[src/rtl/fetch_sequencer.sv]
// Instruction fetch sequencer: one outstanding imem request, a single-entry
// output buffer, redirect handling with stale-response discard, and a sticky timeout flag.
module fetch_sequencer #(
    parameter logic [31:0] RESET_PC = 32'h0000_0000,
    parameter int          TIMEOUT  = 16
) (
    input  logic        clk,
    input  logic        rst,
    output logic        imem_req,
    output logic [31:0] imem_addr,
    input  logic        imem_ack,
    input  logic [31:0] imem_rdata,
    output logic        instr_valid,
    output logic [31:0] instr,
    output logic [31:0] instr_pc,
    input  logic        instr_ready,
    input  logic        redirect,
    input  logic [31:0] branch_pc,
    input  logic [31:0] imm,
    output logic        fetch_err
);

    // state | meaning
    // IDLE  | no request; one-cycle gap before the next fetch issues
    // FETCH | request outstanding, waiting for imem_ack
    // DRAIN | buffer full, waiting for downstream to accept
    typedef enum logic [1:0] {IDLE, FETCH, DRAIN} state_t;

    localparam int             CW   = $clog2(TIMEOUT + 1);
    localparam logic [CW-1:0]  TMAX = CW'(TIMEOUT);

    state_t         state, state_nxt;
    logic [31:0]    pc, pc_nxt, target;
    logic           discard, discard_nxt;
    logic [CW-1:0]  wait_cnt, wait_nxt;
    logic           err_nxt;
    logic           load_buf, clear_buf, issue;

    always_comb begin
        target      = (branch_pc + imm) & 32'hFFFF_FFFC;
        state_nxt   = state;
        pc_nxt      = pc;
        discard_nxt = discard;
        wait_nxt    = '0;
        load_buf    = 1'b0;
        clear_buf   = redirect;
        case (state)
            IDLE: begin
                state_nxt = FETCH;
                if (redirect) pc_nxt = target;
            end
            FETCH: begin
                if (imem_ack) begin
                    if (redirect || discard) begin
                        // response belongs to a squashed path; insert one idle cycle
                        state_nxt   = IDLE;
                        discard_nxt = 1'b0;
                        if (redirect) pc_nxt = target;
                    end else begin
                        load_buf  = 1'b1;
                        pc_nxt    = pc + 32'd4;
                        state_nxt = DRAIN;
                    end
                end else begin
                    wait_nxt = (wait_cnt == TMAX) ? wait_cnt : wait_cnt + 1'b1;
                    if (redirect) begin
                        discard_nxt = 1'b1;
                        pc_nxt      = target;
                    end
                end
            end
            DRAIN: begin
                if (redirect) begin
                    pc_nxt    = target;
                    state_nxt = FETCH;
                end else if (instr_valid && instr_ready) begin
                    clear_buf = 1'b1;
                    state_nxt = FETCH;
                end
            end
            default: state_nxt = IDLE;
        endcase
        issue   = (state_nxt == FETCH) && (state != FETCH);
        err_nxt = fetch_err | (wait_nxt == TMAX);
    end

    always_ff @(posedge clk or negedge rst) begin
        if (!rst) begin
            state       <= IDLE;
            pc          <= RESET_PC;
            discard     <= 1'b0;
            wait_cnt    <= '0;
            fetch_err   <= 1'b0;
            imem_req    <= 1'b0;
            imem_addr   <= RESET_PC;
            instr_valid <= 1'b0;
            instr       <= 32'h0;
            instr_pc    <= 32'h0;
        end else begin
            state     <= state_nxt;
            pc        <= pc_nxt;
            discard   <= discard_nxt;
            wait_cnt  <= wait_nxt;
            fetch_err <= err_nxt;
            imem_req  <= (state_nxt == FETCH);
            if (issue) imem_addr <= pc_nxt;
            if (load_buf) begin
                instr_valid <= 1'b1;
                instr       <= imem_rdata;
                instr_pc    <= pc;
            end else if (clear_buf) begin
                instr_valid <= 1'b0;
            end
        end
    end

endmodule

[config.mk]
export PLATFORM = sky130hd
export DESIGN_NAME = fetch_sequencer
export DESIGN_NICKNAME = d
export VERILOG_FILES = /design/src/rtl/fetch_sequencer.sv
export SDC_FILE = /design/constraint.sdc
export NUM_CORES = 1
export LEC_CHECK = 0
export ABC_AREA = 1
export CAP_MARGIN = 20
export CORE_MARGIN = 5
export CORE_UTILIZATION = 40
export CTS_BUF_LIST = sky130_fd_sc_hd__clkbuf_2
export DETAILED_ROUTE_END_ITERATION = 6
export MAX_ROUTING_LAYER = met4
export PLACE_DENSITY = 0.73
export SLEW_MARGIN = 20
export SYNTH_ARGS = -nofsm -noshare
export SYNTH_HDL_FRONTEND = slang
export SYNTH_SLANG_ARGS = --single-unit
[constraint.sdc]
create_clock -name clk -period 2.75 [get_ports clk]
set_clock_uncertainty 0.2 [all_clocks]
set_input_delay 0.4125 -clock clk [delete_from_list [all_inputs] [get_ports clk]]
set_output_delay 0.4125 -clock clk [all_outputs]
set_load 0.1 [all_outputs]
==> results.toml, run 1 <==
[status]
status = "complete, no violations"

[setup_path]
reg2reg_setup_slack_ns = 0.31
critPathMostFrequentCell = "nand2_1"
worstPathArrival_ns = 2.87
worstPathRequired_ns = 3.19
worstSetupStartpointType = "register"
crit_chain = "ha_1 > nand3_1 > inv_2 > nand4_4 > nor3_4 > nand2_4 > nor2_2 > nand2_1 > nand3_1 > o21ai_1 > nor2_1 > nand2_1 > nand2_1 > nand2_1"
slowest_delay_ns = 0.46
path_buf_inv = 1
cp_top_family = "simple AND/OR/NAND/NOR gates"
cp_max_fo = 7
cp_slowest_cell = "dfrtp_1"
end_kind = "register"
crit_type = "register to register"

[layout]
fin_util_pct = 56.38
final_area_um2 = 11850
syn2layout_area_growth_pct = 38.64
antenna_cells = 0
nets = 1668
drive_above_1_share_pct = 16.10

[die]
ios = 200
die_y_um = 156.2
coreArea_um2 = 21020
die_w_um = 156.2
initial_core_util_pct = 40.66
rows = 53
dieArea_um2 = 24390

[logic_synthesis]
synth_top_area_share_pct = 40.69
synth-edff-count = 0
synth_cell_type_count = 43
synth-seq-cells = 139
syn_nets = 1362
synth.area.top_cells = "dfrtp_1 (41%), nand2_1 (22%), inv_1 (5.4%)"
yosysTopAreaCell = "dfrtp_1"
synthArstFlopShare_pct = 100.0
synth_common_cells = "nand2_1 (503), dfrtp_1 (139), inv_1 (123)"
yosysMostFrequentCell = "nand2_1"
avgSynthCellArea_um2 = 6.961
yosysWarnings = 0
seq_area_frac_synth_pct = 40.69
synthCells = 1228
netlist_area_um2 = 8548
synthFlopType = "dfrtp_1"

[grt]
antenna_found_initial = 0
grt_max_degree = 63
gr-total-overflow = 0
grt_pass1_wl_mm = 44.25
grt_use_total_pct = 23.24
grt_pass1_vias = 8925

[drt]
post-route-drc-count = 0
drt-vias-per-instance = 4.939
vias = 8998
wl_per_cell_um = 15.17
dr.pass1.iters = 5
wl_mm = 27.65
drt_iter0_markers = 579
ant_nets = 0

[place]
portBuffers = 199
place_area_um2 = 11180
routabilityCongestion = 0.9190
pre_cts_slack_ns = -0.3605
dpl.hpwl_mm = 20.75

[clock_network]
clkLatencyLatePin_ns = 0.75
cts_sinks = 139
cts_buffers = 17
tritoncts = "done"
cts.reportedPaths.clkPinSlew_ns = 0.23
cts-resized-gates = 0
root_buffer = "clkbuf_2"
clockBufferDepth = 2
htreeDepth = 4

[sta]
tightest_slew_ns = 0.5921
grt_setup_unrepaired = "false"
fmax_ghz = 0.4107
layout_min_cycle_time_ns = 2.435
period_share_pct = 88.55
hold_viol = 0
finalMaxSlewViolations = 0
setup_viol = 0
timing.setup.tns_ns = 0
fin_ws_ns = 0.3149
slew_headroom_pct = 60.11

[pwr]
vdd_drop_max_uv = 1213
power_density_nw_per_um2 = 1238
finalPower_mw = 14.67
p_leak_nw = 6.237

[min_path]
hp-class = "primary input to register"

[run]
cap_viol_max_count = 0
## layout make-up
class,count,area [um2]
multi-input cells,923,4419
well taps,275,344.1
flip-flops and latches,139,3478
clock buffers,18,90.09
fillers,2020,9170
inverters,133,499.2
repair buffers,320,2809
clock inverters,14,211.5
## worst reg2reg max path, cell delays in order, from the launching register on
cell	delay, ns
dfrtp_1	0.46
ha_1	0.22
nand3_1	0.16
inv_2	0.12
nand4_4	0.10
nor3_4	0.31
nand2_4	0.12
nor2_2	0.13
nand2_1	0.09
nand3_1	0.08
o21ai_1	0.07
nor2_1	0.10
nand2_1	0.10
nand2_1	0.07
nand2_1	0.04
## flip-flops by register name, summed over array words and instances, names as in the netlist
signal       count
imem_req         1
instr           32
wait_cnt         5
fetch_err        1
state            2
instr_valid      1
imem_addr       32
pc              32
instr_pc        32
discard          1
## through the flow
step / std cells / hold WS, ns
after floorplan: 1228 / -0.08309
after global placement: 1755 / 0.2241
after detailed placement: 1755 / 0.2276
after CTS: 1821 / 0.01446
after global routing: 1822 / 0.01886
final: 1822 / 0.1261
## path summary, 6_finish.rpt
path                           start            end  depth (start not counted)
setup / recovery               pc[2]  imem_addr[26]                         14
hold / removal              imem_ack    wait_cnt[3]                          2
setup reg to reg               pc[2]  imem_addr[26]                         14
hold reg to reg            fetch_err      fetch_err                          1
max in group asynchronous        rst   instr_pc[16]                          4
min in group asynchronous        rst         pc[27]                          4
## metal layers
| metal | wire length, um | part of all wire (%) | global-route usage [%] |
|---|---|---|---|
| met1 | 12420 | 45 | 29.65 |
| met5 | 0 | 0 | - |
| met3 | 1570 | 5.7 | 4.105 |
| met2 | 13170 | 48 | 38.55 |
| met4 | 488 | 1.8 | 5.826 |
## cell usage in the layout, fill, tap and decap left out, types with 4 or more instances in the layout
| cell | count |
|---|---|
| nand3_1 | 67 |
| a31oi_1 | 6 |
| nand2_1 | 503 |
| xnor2_1 | 4 |
| dfrtp_1 | 139 |
| clkdlybuf4s50_1 | 99 |
| o21bai_1 | 11 |
| o22ai_1 | 4 |
| ha_1 | 33 |
| bufinv_16 | 4 |
| inv_2 | 8 |
| buf_4 | 181 |
| dlygate4sd3_1 | 34 |
| xor2_1 | 13 |
| o211ai_1 | 11 |
| or2_2 | 5 |
| buf_12 | 4 |
| nor4_1 | 8 |
| o21ai_1 | 7 |
| nor2_1 | 76 |
| nor2_2 | 4 |
| a21oi_1 | 68 |
| inv_1 | 123 |
| nor3_1 | 20 |
| o21ai_0 | 56 |
| clkbuf_2 | 18 |
## where the power goes
part           total [mW]  switching, mW  internal, mW
Combinational        9.52           7.38          2.15
Sequential           3.67          0.733          2.94
Clock                1.47          0.848         0.626
## cell families (layout without fill, tap and decap cells)
logic type,after synthesis,count (layout),synth area share [%]
buffers and inverters,166,485,7.611
adder cells (fa/ha/maj),33,33,4.830
AND/OR/NAND/NOR,700,700,33.75
XOR/XNOR,17,17,1.742
AO/OA/AOI/OAI,173,173,11.37
flip-flops,139,139,40.69
## what timing repair did
item	4_1_cts	5_1_grt
setup buffers	0	0
endpoints found under the hold margin	171	27
hold buffers	34	1
No activity file was read; power rests on OpenSTA's default activity.
==> run 2: changes to the inputs <==
--- a/config.mk
+++ b/config.mk
@@ -7,7 +7,7 @@
 export LEC_CHECK = 0
 export ABC_AREA = 1
 export CAP_MARGIN = 20
-export CORE_MARGIN = 5
+export CORE_MARGIN = 1.5
 export CORE_UTILIZATION = 40
 export CTS_BUF_LIST = sky130_fd_sc_hd__clkbuf_2
 export DETAILED_ROUTE_END_ITERATION = 6
==> run 2 against run 1 <==
  * Flip-flop and latch count is the same
  * Setup slack better by 0.069 ns
  * Non-clock buffer count grew 9
  * Sequential power barely moved
  * Hold slack better by 0.066 ns
  * Register-to-register slack better by 0.07 ns
  * Total power down 1.1%
  * Sequential share of layout area barely moved
  * Final cell count is 0.44% higher
  * Critical path type unchanged
  * Critical endpoint unchanged
  * Largest cell class unchanged
==> results.toml, run 2 (synthesized netlist as in run 1, its figures left out) <==
[sta]
tightest_slew_ns = 0.6223
timing.setup.tns_ns = 0
fmax_ghz = 0.4225
slew_headroom_pct = 58.07
fin_ws_ns = 0.3834
grt_setup_unrepaired = "false"
finalMaxSlewViolations = 0
period_share_pct = 86.06
layout_min_cycle_time_ns = 2.367
setup_viol = 0
hold_viol = 0

[clock_network]
cts.reportedPaths.clkPinSlew_ns = 0.23
cts_buffers = 17
root_buffer = "clkbuf_2"
post-cts-setup-buffer-count = 0
clockBufferDepth = 2
tritoncts = "done"
cts_sinks = 139
htreeDepth = 4
clkLatencyLatePin_ns = 0.70
cts-resized-gates = 0

[die]
coreArea_um2 = 21020
initial_core_util_pct = 40.66
die_w_um = 149.2
dieArea_um2 = 22260
ios = 200
rows = 53
die_y_um = 149.2

[drt]
dr.pass1.iters = 5
vias = 9014
wl_mm = 26.51
wl_per_cell_um = 14.48
ant_nets = 0
drt-vias-per-instance = 4.926
drt_iter0_markers = 485
post-route-drc-count = 0

[place]
place_area_um2 = 11220
pre_cts_slack_ns = -0.3180
dpl.hpwl_mm = 20.30
portBuffers = 199
routabilityCongestion = 0.9251
placedCellCount = 1764

[min_path]
hp-class = "primary input to register"

[setup_path]
slowest_delay_ns = 0.45
crit_type = "register to register"
cp_slowest_cell = "dfrtp_1"
critPathMostFrequentCell = "nand2_1"
cp_max_fo = 7
worstPathArrival_ns = 2.78
cp_top_family = "simple AND/OR/NAND/NOR gates"
crit_chain = "ha_1 > nand3_1 > inv_2 > nand4_4 > nor3_4 > nand2_4 > nor2_2 > nand2_1 > nand3_1 > o21ai_1 > nor2_1 > nand2_1 > nand2_1 > nand2_1"
worstSetupStartpointType = "register"
worstPathRequired_ns = 3.16
path_buf_inv = 1
end_kind = "register"

[run]
cap_viol_max_count = 0

[grt]
antenna_found_initial = 0
grt_pass1_vias = 8798
grt_max_degree = 62
grt_use_met1_pct = 31.93
grt-busiest-layer = "met2"
grt_use_total_pct = 25.05
use_met3_pct = 4.709
met2_usage_pct = 40.83
gr-total-overflow = 0
grt_pass1_wl_mm = 43.04

[layout]
drive_above_1_share_pct = 16.53
n_fill_cell = 2030
antenna_cells = 0
final_cells = 1830
nets = 1677
layout_commonest_cell = "nand2_1"
syn2layout_area_growth_pct = 38.74
final_area_um2 = 11860
final_cell_mix = "nand2_1 (503), buf_4 (192), dfrtp_1 (139)"

[pwr]
p_leak_nw = 6.258
finalPower_mw = 14.52
power_density_nw_per_um2 = 1224
vdd_drop_max_uv = 1172

[status]
status = "complete, no violations"
-- run 2: cell types whose count changed in the layout (fill, tap and decap cells not counted), sizes merged --
| cell | change |
|---|---|
| clkinvlp | -1 |
| buf | +9 |
| clkbuf | -1 |
| inv | +2 |
| bufinv | -1 |
-- run 2: report_power, final --
| group | switching (mW) | leakage (nW) | internal [mW] |
|---|---|---|---|
| combinational | 7.34 | 4.38 | 2.16 |
| sequential | 0.725 | 1.72 | 2.94 |
| clock | 0.821 | 0.154 | 0.524 |
-- run 2: area by class of cell --
| type | instances | area, um2 | share of cell area [%] |
|---|---|---|---|
| clock buffer | 17 | 85.08 | 0.7174 |
| clock inverter | 14 | 182.7 | 1.540 |
| inverter | 133 | 499.2 | 4.209 |
| multi-input combinational | 923 | 4419 | 37.26 |
| sequential | 139 | 3478 | 29.33 |
| tap | 275 | 344.1 | 2.901 |
| timing repair buffer | 329 | 2851 | 24.04 |
-- run 2: worst paths after layout --
kind	cells past startpoint	end	startpoint	slack (ns)
setup reg to reg	14	imem_addr[26]	pc[2]	0.38
min in group asynchronous	4	imem_addr[2]	rst	0.57
hold / removal	2	wait_cnt[3]	imem_ack	0.19
hold reg to reg	1	fetch_err	fetch_err	0.29
setup / recovery	14	imem_addr[26]	pc[2]	0.38
max in group asynchronous	4	instr[12]	rst	1.40
-- run 2: what timing repair did --
action                     CTS  global route
hold endpoints to repair   168             3
hold buffers                32             3
setup endpoints to repair    0             0
-- run 2: per-layer routing --
metal	share of wire, %	wire length, um	up-vias
met2	47	12370	274
met4	2.1	564	0
met1	45	11940	4144
li1	-	-	4562
met3	6.1	1627	34
met5	0	0	-
-- run 2: stage by stage --
step / hold slack [ns] / utilization (%)
after global routing: 0.1253 / 56.42
after global placement: 0.1790 / 53.40
after floorplan: -0.08309 / -
final: 0.1924 / 56.42
after CTS: 0.01183 / 56.28
after detailed placement: 0.1848 / 53.40
==> run 3: changes to the inputs <==
--- a/config.mk
+++ b/config.mk
@@ -13,6 +13,7 @@
 export DETAILED_ROUTE_END_ITERATION = 6
 export MAX_ROUTING_LAYER = met4
 export PLACE_DENSITY = 0.73
+export SETUP_SLACK_MARGIN = 0.2
 export SLEW_MARGIN = 20
 export SYNTH_ARGS = -nofsm -noshare
 export SYNTH_HDL_FRONTEND = slang
==> run 3 against run 2 <==
  * Combinational power hardly changed
  * Sequential share of layout area is 0.065 points lower
  * Core utilization is 0.13 points higher
  * Register-to-register slack better by 0.05 ns
  * Count of clock-buffer cells in the layout stayed put
  * Via count hardly changed
  * Final cell count is 0.11% higher
  * Flip-flop and latch count stayed put
  * Fmax is 2.1% higher
  * Sequential power hardly changed
  * Final area is 0.22% higher
  * Hold slack better by 0.00097 ns
  * Critical path type unchanged
  * Largest cell class unchanged
==> results.toml, run 3 (synthesized netlist as in run 1, its figures left out) <==
[die]
die_w_um = 149.2
ios = 200
die_y_um = 149.2
coreArea_um2 = 21020
dieArea_um2 = 22260
initial_core_util_pct = 40.66
rows = 53

[grt]
grt_use_total_pct = 25.05
grt_max_degree = 62
gr-total-overflow = 0
grt_pass1_wl_mm = 43.04
antenna_found_initial = 0
grt_pass1_vias = 8798

[setup_path]
worstPathRequired_ns = 3.16
crit_chain = "ha_1 > nand3_2 > inv_2 > nand4_4 > nor3_4 > buf_4 > nand2_1 > o21ai_0 > o221ai_2 > nand2_1 > nand2_1"
critPathMostFrequentCell = "nand2_1"
slowest_delay_ns = 0.43
worstSetupStartpointType = "register"
end_kind = "register"
crit_type = "register to register"
cp_slowest_cell = "dfrtp_1"
worstPathArrival_ns = 2.73
path_buf_inv = 2
cp_top_family = "simple AND/OR/NAND/NOR gates"
cp_max_fo = 4

[clock_network]
root_buffer = "clkbuf_2"
cts.reportedPaths.clkPinSlew_ns = 0.22
tritoncts = "done"
clkLatencyLatePin_ns = 0.70
cts_buffers = 17
cts_sinks = 139
clockBufferDepth = 2
htreeDepth = 4

[layout]
syn2layout_area_growth_pct = 39.05
fin_util_pct = 56.54
nets = 1679
drive_above_1_share_pct = 16.76
antenna_cells = 0
layout_commonest_cell = "nand2_1"
final_cell_mix = "nand2_1 (503), buf_4 (194), dfrtp_1 (139)"

[status]
status = "complete, no violations"

[sta]
slew_headroom_pct = 59.14
layout_min_cycle_time_ns = 2.317
period_share_pct = 84.26
fmax_ghz = 0.4316
timing.setup.tns_ns = 0
hold_viol = 0
setup_viol = 0
grt_setup_unrepaired = "false"
finalMaxSlewViolations = 0
tightest_slew_ns = 0.6065

[drt]
dr.pass1.iters = 5
ant_nets = 0
drt_iter0_markers = 475
vias = 9006
drt-vias-per-instance = 4.916
wl_mm = 26.41
post-route-drc-count = 0
wl_per_cell_um = 14.42

[place]
portBuffers = 199
routabilityCongestion = 0.9251
dpl.hpwl_mm = 20.30

[pwr]
power_density_nw_per_um2 = 1223
p_leak_nw = 6.271
vdd_drop_max_uv = 1172

[run]
cap_viol_max_count = 0

[min_path]
hp-class = "primary input to register"
[run 3: path summary, 6_finish.rpt]
| kind | from | endpoint | slack (ns) | cells after the start |
|---|---|---|---|---|
| hold / removal | imem_ack | wait_cnt[3] | 0.19 | 2 |
| hold reg to reg | fetch_err | fetch_err | 0.29 | 1 |
| setup / recovery | pc[2] | imem_addr[16] | 0.43 | 11 |
| setup reg to reg | pc[2] | imem_addr[16] | 0.43 | 11 |
| max in group asynchronous | rst | instr[12] | 1.39 | 4 |
| min in group asynchronous | rst | imem_addr[2] | 0.58 | 4 |
[run 3: final cells by class]
cell class	instances	area (um2)
Clock buffer	17	85.08
Timing Repair Buffer	331	2867
Clock inverter	14	182.7
Sequential cell	139	3478
Tap cell	275	344.1
Multi-Input combinational cell	923	4431
Inverter	133	499.2
Fill cell	2027	9135
[run 3: where the power goes]
group / leakage [nW] / switching [mW] / internal, mW
Sequential: 1.72 / 0.725 / 2.94
Combinational: 4.40 / 7.35 / 2.17
Clock: 0.154 / 0.818 / 0.524
Total: 6.27 / 8.89 / 5.64
[run 3: repair_timing]
action,CTS,global route
endpoints found under the hold margin,168,3
hold buffers,32,3
endpoints found under the setup margin,0,3
resized for setup,0,2
buffers inserted,0,2
[run 3: stage by stage]
| step | std cells | hold slack [ns] | worst slack, ns | total power, mW | instance area [um2] |
|---|---|---|---|---|---|
| 2_1_floorplan | 1228 | -0.08309 | 0.5828 | 10.64 | 8548 |
| 3_3_place_gp | 1764 | 0.1790 | -0.2968 | 13.05 | 11220 |
| 3_5_place_dp | 1764 | 0.1848 | -0.3180 | 13.15 | 11220 |
| 4_1_cts | 1827 | 0.01183 | 0.3817 | 14.55 | 11830 |
| 5_1_grt | 1832 | 0.1253 | 0.2012 | 15.37 | 11890 |
| 6_report | 1832 | 0.1933 | 0.4328 | 14.53 | 11890 |
[run 3: routing by layer]
metal	up-vias	routed length, um	GRT usage [%]
met2	264	12390	40.83
met3	36	1539	4.709
met4	0	552	6.683
li1	4558	-	-
met5	-	0	-
met1	4148	11930	31.93
